<file path="config.mk">
export PLATFORM = sky130hd
export DESIGN_NAME = spart_rx
export DESIGN_NICKNAME = d
export VERILOG_FILES = /design/src/rtl/spart_pkg.sv /design/src/rtl/spart_baud_gen.sv /design/src/rtl/spart_rx.sv
export SDC_FILE = /design/constraint.sdc
export NUM_CORES = 1
export LEC_CHECK = 0
export ABC_AREA = 1
export CORE_MARGIN = 2
export CORE_UTILIZATION = 60
export DETAILED_ROUTE_END_ITERATION = 8
export GPL_TIMING_DRIVEN = 0
export PLACE_DENSITY = 0.82
export SYNTH_ARGS = -nofsm -noshare
export SYNTH_HDL_FRONTEND = slang
export SYNTH_SLANG_ARGS = --single-unit
</file>
<file path="constraint.sdc">
create_clock -name clk -period 3.1 [get_ports clk]
set_input_delay 0.62 -clock clk [delete_from_list [all_inputs] [get_ports clk]]
set_output_delay 0.62 -clock clk [all_outputs]
set_load 0.05 [all_outputs]
</file>
<file path="src/rtl/spart_pkg.sv">
// Shared types and constants for the SPART serial blocks (receiver, transmitter, baud generator).
package spart_pkg;

  localparam int unsigned OVERSAMPLE = 16;
  localparam int unsigned HALF_BIT   = 8;
  localparam int unsigned DATA_BITS  = 8;
  localparam int unsigned SAMPLE_W   = $clog2(OVERSAMPLE);
  localparam int unsigned BIT_W      = $clog2(DATA_BITS);

  typedef logic [15:0] divisor_t;

  typedef enum logic [2:0] {
    IDLE,
    START,
    DATA,
    STOP,
    WAIT_HIGH
  } rx_state_t;

endpackage

</file>
<file path="src/rtl/spart_baud_gen.sv">
// Programmable baud divisor and 16x oversample tick generator; tick period is divisor+1 clocks.
module spart_baud_gen
  import spart_pkg::*;
#(
  parameter divisor_t DB_RESET = 16'd162
) (
  input  logic       clk,
  input  logic       rst_n,
  input  logic       wr_dbl,
  input  logic       wr_dbh,
  input  logic [7:0] wr_data,
  output logic       tick
);

  divisor_t divisor;
  divisor_t count;
  logic     reload;

  // A divisor write restarts the count from the new value one cycle later.
  always_ff @(posedge clk or negedge rst_n) begin
    if (!rst_n) begin
      divisor <= DB_RESET;
      count   <= DB_RESET;
      reload  <= 1'b0;
    end else begin
      if (wr_dbl) divisor[7:0]  <= wr_data;
      if (wr_dbh) divisor[15:8] <= wr_data;
      reload <= wr_dbl | wr_dbh;
      if (reload || (count == '0)) begin
        count <= divisor;
      end else begin
        count <= count - 16'd1;
      end
    end
  end

  assign tick = (count == '0);

endmodule

</file>
<file path="src/rtl/spart_rx.sv">
// SPART receive stage: 16x oversampled 8N1 deserializer with single-byte holding register,
// or a FIFO_DEPTH-entry receive FIFO when SPART_RX_FIFO_EN is defined.
module spart_rx
  import spart_pkg::*;
#(
  parameter divisor_t    DB_RESET    = 16'd162,
  parameter int unsigned SYNC_STAGES = 2
`ifdef SPART_RX_FIFO_EN
  ,
  parameter int unsigned FIFO_DEPTH  = 4
`endif
) (
  input  logic       clk,
  input  logic       rst_n,
  input  logic       rxd,
  input  logic       wr_dbl,
  input  logic       wr_dbh,
  input  logic [7:0] wr_data,
  input  logic       rd_rx,
  output logic [7:0] rx_data,
  output logic       rda,
  output logic       overrun,
  output logic       framing_err
);

  logic                   tick;
  logic [SYNC_STAGES-1:0] sync;
  logic                   rxs;
  rx_state_t              state;
  logic [SAMPLE_W-1:0]    sample_cnt;
  logic [BIT_W-1:0]       bit_cnt;
  logic [DATA_BITS-1:0]   shifter;
  logic                   half_tick_c;
  logic                   last_tick_c;
  logic                   commit_c;

  spart_baud_gen #(
    .DB_RESET (DB_RESET)
  ) u_baud (
    .clk     (clk),
    .rst_n   (rst_n),
    .wr_dbl  (wr_dbl),
    .wr_dbh  (wr_dbh),
    .wr_data (wr_data),
    .tick    (tick)
  );

  // Metastability synchronizer, reset to the idle-high line level.
  always_ff @(posedge clk or negedge rst_n) begin
    if (!rst_n) begin
      sync <= '1;
    end else begin
      sync <= {sync[SYNC_STAGES-2:0], rxd};
    end
  end

  assign rxs         = sync[SYNC_STAGES-1];
  assign half_tick_c = tick && (sample_cnt == SAMPLE_W'(HALF_BIT - 1));
  assign last_tick_c = tick && (sample_cnt == SAMPLE_W'(OVERSAMPLE - 1));
  assign commit_c    = (state == STOP) && last_tick_c && rxs;

  // Frame FSM: mid-bit sampling at half a bit into START, then every full bit period.
  always_ff @(posedge clk or negedge rst_n) begin
    if (!rst_n) begin
      state       <= IDLE;
      sample_cnt  <= '0;
      bit_cnt     <= '0;
      shifter     <= '0;
      framing_err <= 1'b0;
    end else begin
      framing_err <= 1'b0;
      unique case (state)
        IDLE: begin
          if (!rxs) begin
            state      <= START;
            sample_cnt <= '0;
          end
        end
        START: begin
          if (half_tick_c) begin
            sample_cnt <= '0;
            bit_cnt    <= '0;
            state      <= rxs ? IDLE : DATA;
          end else if (tick) begin
            sample_cnt <= sample_cnt + SAMPLE_W'(1);
          end
        end
        DATA: begin
          if (last_tick_c) begin
            sample_cnt <= '0;
            shifter    <= {rxs, shifter[DATA_BITS-1:1]};
            if (bit_cnt == BIT_W'(DATA_BITS - 1)) begin
              state <= STOP;
            end else begin
              bit_cnt <= bit_cnt + BIT_W'(1);
            end
          end else if (tick) begin
            sample_cnt <= sample_cnt + SAMPLE_W'(1);
          end
        end
        STOP: begin
          if (last_tick_c) begin
            sample_cnt <= '0;
            if (rxs) begin
              state <= IDLE;
            end else begin
              framing_err <= 1'b1;
              state       <= WAIT_HIGH;
            end
          end else if (tick) begin
            sample_cnt <= sample_cnt + SAMPLE_W'(1);
          end
        end
        WAIT_HIGH: begin
          // Hold off until the line recovers so a held break does not retrigger.
          if (tick && rxs) state <= IDLE;
        end
        default: state <= IDLE;
      endcase
    end
  end

`ifdef SPART_RX_FIFO_EN

  localparam int unsigned PTR_W = $clog2(FIFO_DEPTH);
  localparam int unsigned CNT_W = PTR_W + 1;

  logic [7:0]       mem [FIFO_DEPTH];
  logic [PTR_W-1:0] wr_ptr;
  logic [PTR_W-1:0] rd_ptr;
  logic [CNT_W-1:0] count;
  logic [CNT_W-1:0] count_nxt;
  logic             full_c;
  logic             pop_c;
  logic             push_c;

  assign full_c = (count == CNT_W'(FIFO_DEPTH));
  assign pop_c  = rd_rx && (count != '0);
  assign push_c = commit_c && (!full_c || pop_c);

  always_comb begin
    count_nxt = count;
    if (push_c && !pop_c) begin
      count_nxt = count + CNT_W'(1);
    end else if (pop_c && !push_c) begin
      count_nxt = count - CNT_W'(1);
    end
  end

  // Circular receive FIFO; pointers wrap naturally at the power-of-two depth.
  always_ff @(posedge clk or negedge rst_n) begin
    if (!rst_n) begin
      for (int unsigned i = 0; i < FIFO_DEPTH; i++) begin
        mem[PTR_W'(i)] <= '0;
      end
      wr_ptr  <= '0;
      rd_ptr  <= '0;
      count   <= '0;
      rda     <= 1'b0;
      overrun <= 1'b0;
    end else begin
      overrun <= commit_c && full_c && !pop_c;
      if (push_c) begin
        mem[wr_ptr] <= shifter;
        wr_ptr      <= wr_ptr + PTR_W'(1);
      end
      if (pop_c) rd_ptr <= rd_ptr + PTR_W'(1);
      count <= count_nxt;
      rda   <= (count_nxt != '0);
    end
  end

  assign rx_data = mem[rd_ptr];

`else

  // Single holding register; a same-cycle read frees the slot before the new byte lands.
  always_ff @(posedge clk or negedge rst_n) begin
    if (!rst_n) begin
      rx_data <= '0;
      rda     <= 1'b0;
      overrun <= 1'b0;
    end else begin
      overrun <= 1'b0;
      if (commit_c) begin
        if (!rda || rd_rx) begin
          rx_data <= shifter;
          rda     <= 1'b1;
        end else begin
          overrun <= 1'b1;
        end
      end else if (rd_rx) begin
        rda <= 1'b0;
      end
    end
  end

`endif

endmodule
</file>
==> results of run 1 <==
## state kept, by name, indices dropped and copies added, names as in the netlist
signal	count
bit_cnt	3
framing_err	1
overrun	1
rda	1
rx_data	8
sample_cnt	4
shifter	8
state	3
sync	2
u_baud.count	16
u_baud.divisor	16
u_baud.reload	1
## synth_stat cells (2+ instances only)
cell      instances
a21oi_1           3
a31oi_1           3
buf_6             2
clkbuf_1          2
dfrtp_1          56
dfstp_2           8
ha_1              5
inv_1            55
inv_2             2
mux2_2           11
nand2_1          81
nand2_2           7
nand3_1          25
nand4_1           2
nor2_1           28
nor2_2            8
nor2_4            2
o21ai_0          24
o21ai_1          12
o21bai_1          2
or2_2             3
xor2_1            9
## area by class of cell
cell class / instances / area (µm²) / share of cell area (%)
sequential: 64 / 1610 / 44.6
multi-input combinational: 234 / 1260 / 34.8
timing repair buffer: 24 / 238 / 6.58
inverter: 59 / 224 / 6.20
clock buffer: 11 / 131 / 3.63
tap: 70 / 87.6 / 2.42
buffer: 6 / 38.8 / 1.07
clock inverter: 5 / 25.0 / 0.692
## metrics by stage
stage,hold WS [ns],setup WS (ns),area [µm²],util (%)
after floorplan,0.324,1.57,3130,-
after global placement,0.346,-0.659,3460,68.2
after detailed placement,0.353,1.04,3460,68.1
after CTS,0.363,0.961,3610,71.2
after global routing,0.366,0.917,3610,71.2
final,0.361,0.973,3610,71.2
## final timing paths
kind,from,endpoint,slack [ns],cells past startpoint
setup reg to reg,u_baud.count[0],rx_data[7],1.36,10
hold reg to reg,sync[0],sync[1],0.36,0
hold / removal,rst_n,sample_cnt[1],0.36,1
setup / recovery,rda,rda,0.97,1
max in group asynchronous,rst_n,u_baud.count[10],2.23,1
min in group clk,sync[0],sync[1],0.36,0
## report_power, final
group          switching, W  internal, W
clock              0.000305     0.000283
sequential        0.0000369     0.000893
combinational      0.000105    0.0000740
total              0.000447      0.00125
## metal layers
metal	up-vias	GRT usage, %	wire length (µm)
li1	1221	-	-
met1	1113	30.6	2700
met2	61	34.8	2800
met3	10	5.21	282
met4	0	11.3	100
met5	-	0	0
## cell families (layout without fill, tap and decap cells)
kind of cell | after synthesis | count (layout) | synth area share (%)
AOI/OAI and AO/OA | 48 | 48 | 8.35
xor gates and xnor gates | 9 | 9 | 2.52
adders and majority gates | 5 | 5 | 2.00
buffers and inverters | 65 | 105 | 8.39
DFF | 64 | 64 | 51.4
muxes | 11 | 11 | 3.95
and+or+nand+nor | 161 | 161 | 23.4
==> impl_metrics.ini, run 1 <==
[run_status]
status = finished clean

[timing]
skew_ns = 0.00785
relSlewSlack_pct = 48.0
max_freq_mhz = 470
finalSetupTns_ns = 0
setup_violations = 0
drv_slew = 0
rsz0062_at_grt = false
worst_pin_slew_ns = 0.779
finalCritPeriodShare_pct = 68.6
period_needed_ns = 2.13
hold_viol = 0

[die]
initial_utilization_pct = 61.7
die_w_um = 76.3
dieArea_um2 = 5820
die_h_um = 76.3
rows = 26
io_pins = 25
coreArea_um2 = 5070

[global_route]
antenna_found_initial = 0
grt_pass1_vias = 2310
track_usage_pct = 22.7
grt_pass1_wl_mm = 10.3
global_route.overflow_total = 0
grt_max_degree = 65

[logic_synthesis]
netlist_instances = 363
ys.flop_type = dfrtp_1
synth_area_per_cell_um2 = 8.63
yosysUniqueCellTypes = 35
syn-num-nets = 382
ys_ff_latch = 64
synth_edf_count = 0
synth_area_um2 = 3130
synth_top_area_share_pct = 44.7
ys_top_cells_by_area = dfrtp_1 (45%), nand2_1 (9.7%), dfstp_2 (6.7%), inv_1 (6.6%), nand3_1 (4.0%)
async_flop_share_pct = 100
yosys_warnings = 0
yosysTopAreaCell = dfrtp_1
yosysSeqAreaShare_pct = 51.4

[critical_path]
cp-end-kind = output pin
path_class = reg -> out
cp-start-kind = register
worstPathRequired_ns = 2.48
cp_top_family = buffers and inverters
path_cells = clkdlybuf4s50_1
critPathMaxFanout = 2
slowest_stage = clkdlybuf4s50_1
worstPathArrival_ns = 1.51
max_stage_delay_ns = 0.81
critPathBufInv = 1

[drt]
num_vias = 2405
viasPerCell = 5.08
ant_nets = 0
drc = 0
dr.first_iter.drc_count = 155
detail_route.wl_per_cell_um = 12.4
drt-pass1-iter-count = 4
wl_mm = 5.88

[clock_tree]
cts-buffers-inserted = 9
tritoncts = done
clock_tree.buffer_depth = 2
cts_hold_buffers = 0
ctsResizeCount = 0
htreeDepth = 3
clock_latency_ns = 0.34
clk_pin_slew_ns = 0.07
postCtsSetupRepairBufs = 0
root_buffer = clkbuf_8
clock-sinks = 64

[cells_and_area]
final_common_cell = nand2_1
final_cell_mix = nand2_1 (81), dfrtp_1 (56), inv_1 (55)
layout-drive-gt1-share_pct = 15.9
antenna_cells = 0
area_growth_pct = 15.4
fin_cells = 473
fin_nets = 417
fill_cells = 413

[placed_design]
portBuffers = 24
dpl.hpwl_mm = 4.27
routabilityCongestion = 0.969
post-place-cells = 457

[flow_run]
maxCapViolations = 0

[pwr]
p_per_area_nw_per_um2 = 469
power.total_w = 0.00170
leakagePower_nw = 1.77
max-vdd-ir-drop_mv = 0.428

[min_path]
hold_class = in -> async
(Power assumes the default switching activity.)
==> inputs of run 2 (changes only) <==
--- a/config.mk
+++ b/config.mk
@@ -7,10 +7,10 @@
 export LEC_CHECK = 0
 export ABC_AREA = 1
 export CORE_MARGIN = 2
-export CORE_UTILIZATION = 60
+export CORE_UTILIZATION = 52
 export DETAILED_ROUTE_END_ITERATION = 8
 export GPL_TIMING_DRIVEN = 0
-export PLACE_DENSITY = 0.82
+export PLACE_DENSITY = 0.75
 export SYNTH_ARGS = -nofsm -noshare
 export SYNTH_HDL_FRONTEND = slang
 export SYNTH_SLANG_ARGS = --single-unit
==> constraint.sdc (replaced) <==
create_clock -name clk -period 1.8 [get_ports clk]
set_input_delay 0.36 -clock clk [delete_from_list [all_inputs] [get_ports clk]]
set_output_delay 0.36 -clock clk [all_outputs]
set_load 0.05 [all_outputs]
==> impl_metrics.ini, run 2 (synthesized netlist as in run 1, its figures left out) <==
[run_status]
status = finished clean

[cells_and_area]
fin_nets = 417
multiInputGateArea_um2 = 1280
area_growth_pct = 16.7
fill_cells = 535
final_common_cell = nand2_1
largestRegisters = u_baud.count (16), u_baud.divisor (16)
layout-drive-gt1-share_pct = 17.4
final_cell_mix = nand2_1 (81), dfrtp_1 (56), inv_1 (54)
regArea_um2 = 1610
antenna_cells = 0
finalInstanceArea_um2 = 3660

[critical_path]
rrSetupSlack_ns = 0.11
cp-start-kind = register
path_class = reg -> reg
worstPathRequired_ns = 2.02
timing.rr.start = u_baud.count[1]
r2r_end = rx_data[5]
worstPathArrival_ns = 1.91
critPathMaxFanout = 10
reg2reg_depth = 10
cp-end-kind = register

[timing]
skew_ns = 0.0107
worst_pin_slew_ns = 0.795
finalSetupTns_ns = 0
rsz0062_at_grt = true
hold_viol = 0
drv_slew = 0
relSlewSlack_pct = 47.0
setup_violations = 0
period_needed_ns = 1.69
max_freq_mhz = 592
setup_slack_ns = 0.110
finalCritPeriodShare_pct = 93.9

[global_route]
global_route.overflow_total = 0
grt_pass1_vias = 2236
grt_pass1_wl_mm = 9.92
grt_max_degree = 65
antenna_found_initial = 0
track_usage_pct = 19.7

[flow_run]
maxCapViolations = 0

[clock_tree]
cts-buffers-inserted = 9
clock_latency_ns = 0.34
clock-sinks = 64
tritoncts = done
root_buffer = clkbuf_8
clock_tree.buffer_depth = 2
clk_pin_slew_ns = 0.07
htreeDepth = 3

[drt]
dr.first_iter.drc_count = 142
detail_route.wl_per_cell_um = 12.1
num_vias = 2382
drt-pass1-iter-count = 6
wl_mm = 5.78
ant_nets = 0
viasPerCell = 4.98
drc = 0

[placed_design]
routabilityCongestion = 0.927
place_ws_ns = 0.00527
portBuffers = 24
dpl.hpwl_mm = 4.22
place_area_um2 = 3460

[pwr]
netSwitchingFraction_pct = 26.0
p_sw_w = 0.000788
clock_power_share_pct = 36.9
internal-power_w = 0.00224
leakagePower_nw = 1.79
combPwrFrac_pct = 10.3
max-vdd-ir-drop_mv = 0.484
p_per_area_nw_per_um2 = 829
seqPwrFrac_pct = 52.8

[die]
initial_utilization_pct = 53.2
rows = 28
dieArea_um2 = 6660
io_pins = 25
die_h_um = 81.6
coreArea_um2 = 5890
die_w_um = 81.6

[min_path]
hold_class = in -> async
==> run 2: changes by cell type in the layout (fill, tap and decap cells not counted), moves of 2 or more <==
cell	before	now
clkdlybuf4s50_1	23	12
dlygate4sd2_1	0	11
clkinv_2	5	2
clkbuf_8	9	11
nor2_1	28	26
nor2_2	8	10
==> run 2: metrics by stage <==
stage	cells	hold WS, ns	total power [W]	util, %
after floorplan	363	0.0644	0.00182	-
after detailed placement	462	0.357	0.00193	58.9
final	478	0.0965	0.00303	62.1
after CTS	478	0.142	0.00305	61.6
after global routing	478	0.177	0.00318	62.1
after global placement	462	0.357	0.00192	58.9
==> run 2: routing by layer <==
metal / share of wire (%) / wire (µm) / GRT usage, %
met5: 0 / 0 / 0
met4: 1.6 / 90 / 6.83
met2: 48 / 2800 / 31.6
met1: 46 / 2660 / 26.0
met3: 4.0 / 230 / 5.27
==> run 2: power by group through the flow <==
stage | sequential (W) | clock [W] | combinational, W
final | 0.00160 | 0.00112 | 0.000312
after detailed placement | 0.00163 | 0 | 0.000308
after global placement | 0.00162 | 0 | 0.000301
after floorplan | 0.00161 | 0 | 0.000207
after CTS | 0.00160 | 0.00114 | 0.000311
after global routing | 0.00161 | 0.00121 | 0.000360
==> run 2: worst max-delay path, stage by stage (launching register included) <==
cell     delay, ns
dfstp_2       0.37
inv_1         0.12
ha_4          0.17
nand3_1       0.09
nor2_2        0.13
nand2_2       0.11
nor2_4        0.12
nand3_4       0.12
buf_6         0.17
o21ai_1       0.12
inv_1         0.05
==> run 2: what timing repair did <==
action / in CTS / in global routing
gates resized for setup: 11 / 9
endpoints found under the setup margin: 11 / 28
buffers inserted: 0 / 0
pin swaps: 0 / 2
hold buffers: 0 / 0
==> run 2: worst max path at each step <==
stage	to	start	slack, ns
final	rx_data[5]	u_baud.count[1]	0.11
after global routing	rx_data[3]	state[2]	-0.02
after CTS	rx_data[5]	u_baud.count[0]	0.009
after detailed placement	u_baud.divisor[12]	wr_dbh	0.005
after global placement	u_baud.divisor[0]	rst_n	-1.73
after floorplan	rx_data[2]	u_baud.count[0]	0.27
==> run 2: layout make-up <==
class,count,area share [%]
inverter,59,6.13
multi-input combinational,234,35.1
buffer,6,1.10
tap,75,2.57
sequential,64,44.1
clock inverter,3,0.513
timing repair buffer,24,6.13
clock buffer,13,4.35
==> inputs of run 3 (changes only) <==
--- a/config.mk
+++ b/config.mk
@@ -6,11 +6,12 @@
 export NUM_CORES = 1
 export LEC_CHECK = 0
 export ABC_AREA = 1
+export CORE_ASPECT_RATIO = 0.8
 export CORE_MARGIN = 2
-export CORE_UTILIZATION = 52
+export CORE_UTILIZATION = 58
 export DETAILED_ROUTE_END_ITERATION = 8
 export GPL_TIMING_DRIVEN = 0
-export PLACE_DENSITY = 0.75
+export PLACE_DENSITY = 0.8
 export SYNTH_ARGS = -nofsm -noshare
 export SYNTH_HDL_FRONTEND = slang
 export SYNTH_SLANG_ARGS = --single-unit
==> constraint.sdc (replaced) <==
create_clock -name clk -period 1.85 [get_ports clk]
set_input_delay 0.37 -clock clk [delete_from_list [all_inputs] [get_ports clk]]
set_output_delay 0.37 -clock clk [all_outputs]
set_load 0.05 [all_outputs]
==> impl_metrics.ini, run 3 (synthesized netlist as in run 1, its figures left out) <==
[die]
initial_utilization_pct = 61.5
coreArea_um2 = 5090
die_w_um = 86.2
die_h_um = 69.7
rows = 23
dieArea_um2 = 6010
io_pins = 25

[drt]
drt-pass1-iter-count = 4
viasPerCell = 5.23
num_vias = 2430
drc = 0
wl_mm = 6.20
dr.first_iter.drc_count = 153
detail_route.wl_per_cell_um = 13.3
ant_nets = 0

[global_route]
track_usage_pct = 23.1
grt_pass1_wl_mm = 10.8
grt_pass1_vias = 2372
grt_max_degree = 65
global_route.overflow_total = 0
antenna_found_initial = 0

[critical_path]
worstPathArrival_ns = 1.96
critPathMaxFanout = 4
path_class = reg -> reg
cp-start-kind = register
worstPathRequired_ns = 2.08
critPathLaunch = u_baud.count[0]
timing.rr.start = u_baud.count[0]
cp-end-kind = register

[cells_and_area]
fill_cells = 410
antenna_cells = 0
regArea_um2 = 1610
largestRegisters = u_baud.count (16), u_baud.divisor (16)
final_cell_mix = nand2_1 (81), dfrtp_1 (56), inv_1 (54)
multiInputGateArea_um2 = 1270
layout-drive-gt1-share_pct = 17.6
area_growth_pct = 17.4
final_common_cell = nand2_1
final_util_pct = 72.2
fin_nets = 417
fin_cells = 465

[timing]
finalCritPeriodShare_pct = 93.4
relSlewSlack_pct = 48.3
finalSetupTns_ns = 0
rsz0062_at_grt = false
holdWs_ns = 0.0960
skew_ns = 0.00895
worst_pin_slew_ns = 0.776
max_freq_mhz = 579
hold_viol = 0
period_needed_ns = 1.73
setup_violations = 0
drv_slew = 0

[pwr]
power.total_w = 0.00324
max-vdd-ir-drop_mv = 0.652
p_per_area_nw_per_um2 = 881
leakagePower_nw = 1.80

[clock_tree]
root_buffer = clkbuf_8
clock_latency_ns = 0.35
ctsResizeCount = 10
clock-sinks = 64
cts-buffers-inserted = 9
clk_pin_slew_ns = 0.07
tritoncts = done
clock_tree.buffer_depth = 2
htreeDepth = 3
postCtsSetupRepairBufs = 0
cts_hold_buffers = 0

[placed_design]
portBuffers = 24
post-place-cells = 449
dpl.hpwl_mm = 4.21
routabilityCongestion = 0.883

[min_path]
hold_class = in -> async

[run_status]
status = finished clean

[flow_run]
maxCapViolations = 0
==> run 3: cell count changes in the layout (fill, tap and decap cells not counted), sizes merged <==
cell	before	now
dlymetal6s2s	0	1
inv	58	59
clkinv	4	3
clkbuf	15	12
bufinv	0	2
clkinvlp	0	1
dlygate4sd2	11	10
==> run 3: report_power, final <==
group	switching [W]	leakage, nW	internal (W)
clock network	0.000570	0.113	0.000799
registers	0.0000672	0.762	0.00149
logic	0.000183	0.928	0.000125
total	0.000819	1.80	0.00242
==> run 3: per-layer routing <==
layer | wire (µm) | up-vias | track usage (%)
li1 | - | 1215 | -
met1 | 2970 | 1135 | 32.2
met2 | 2760 | 65 | 33.6
met3 | 335 | 15 | 6.55
met4 | 141 | 0 | 10.2
met5 | 0 | - | 0
==> run 3: cell type report <==
cell class                      count  share of cell area [%]
Inverter                           59                    6.09
Multi-Input combinational cell    234                    34.5
Buffer                              6                    1.05
Tap cell                           62                    2.11
Clock inverter                      6                    2.45
Timing Repair Buffer               24                    6.19
Sequential cell                    64                    43.8
Clock buffer                       10                    3.74
==> run 3: path summary, 6_finish.rpt <==
| check | end | slack, ns | depth (start not counted) |
|---|---|---|---|
| worst max register to register | u_baud.count[14] | 0.12 | 7 |
| worst max-delay path | u_baud.count[14] | 0.12 | 7 |
| worst min register to register | sync[1] | 0.37 | 0 |
| min in group clk | sync[1] | 0.37 | 0 |
| max in group asynchronous | rx_data[6] | 1.24 | 1 |
| worst min-delay path | u_baud.divisor[0] | 0.1 | 1 |
==> run 3: stage by stage <==
stage	setup WS [ns]	area, µm²
2_1_floorplan	0.323	3130
3_3_place_gp	-1.63	3450
3_5_place_dp	0.0210	3450
4_1_cts	0.00369	3660
5_1_grt	0.00813	3680
6_report	0.122	3680
==> run 3: worst max-delay path, stage by stage, from the launching register on <==
cell     delay, ns
dfrtp_1       0.40
inv_2         0.08
ha_1          0.20
nand2_1       0.10
nor2_1        0.32
nand2_1       0.16
o21ai_0       0.24
a31oi_1       0.11
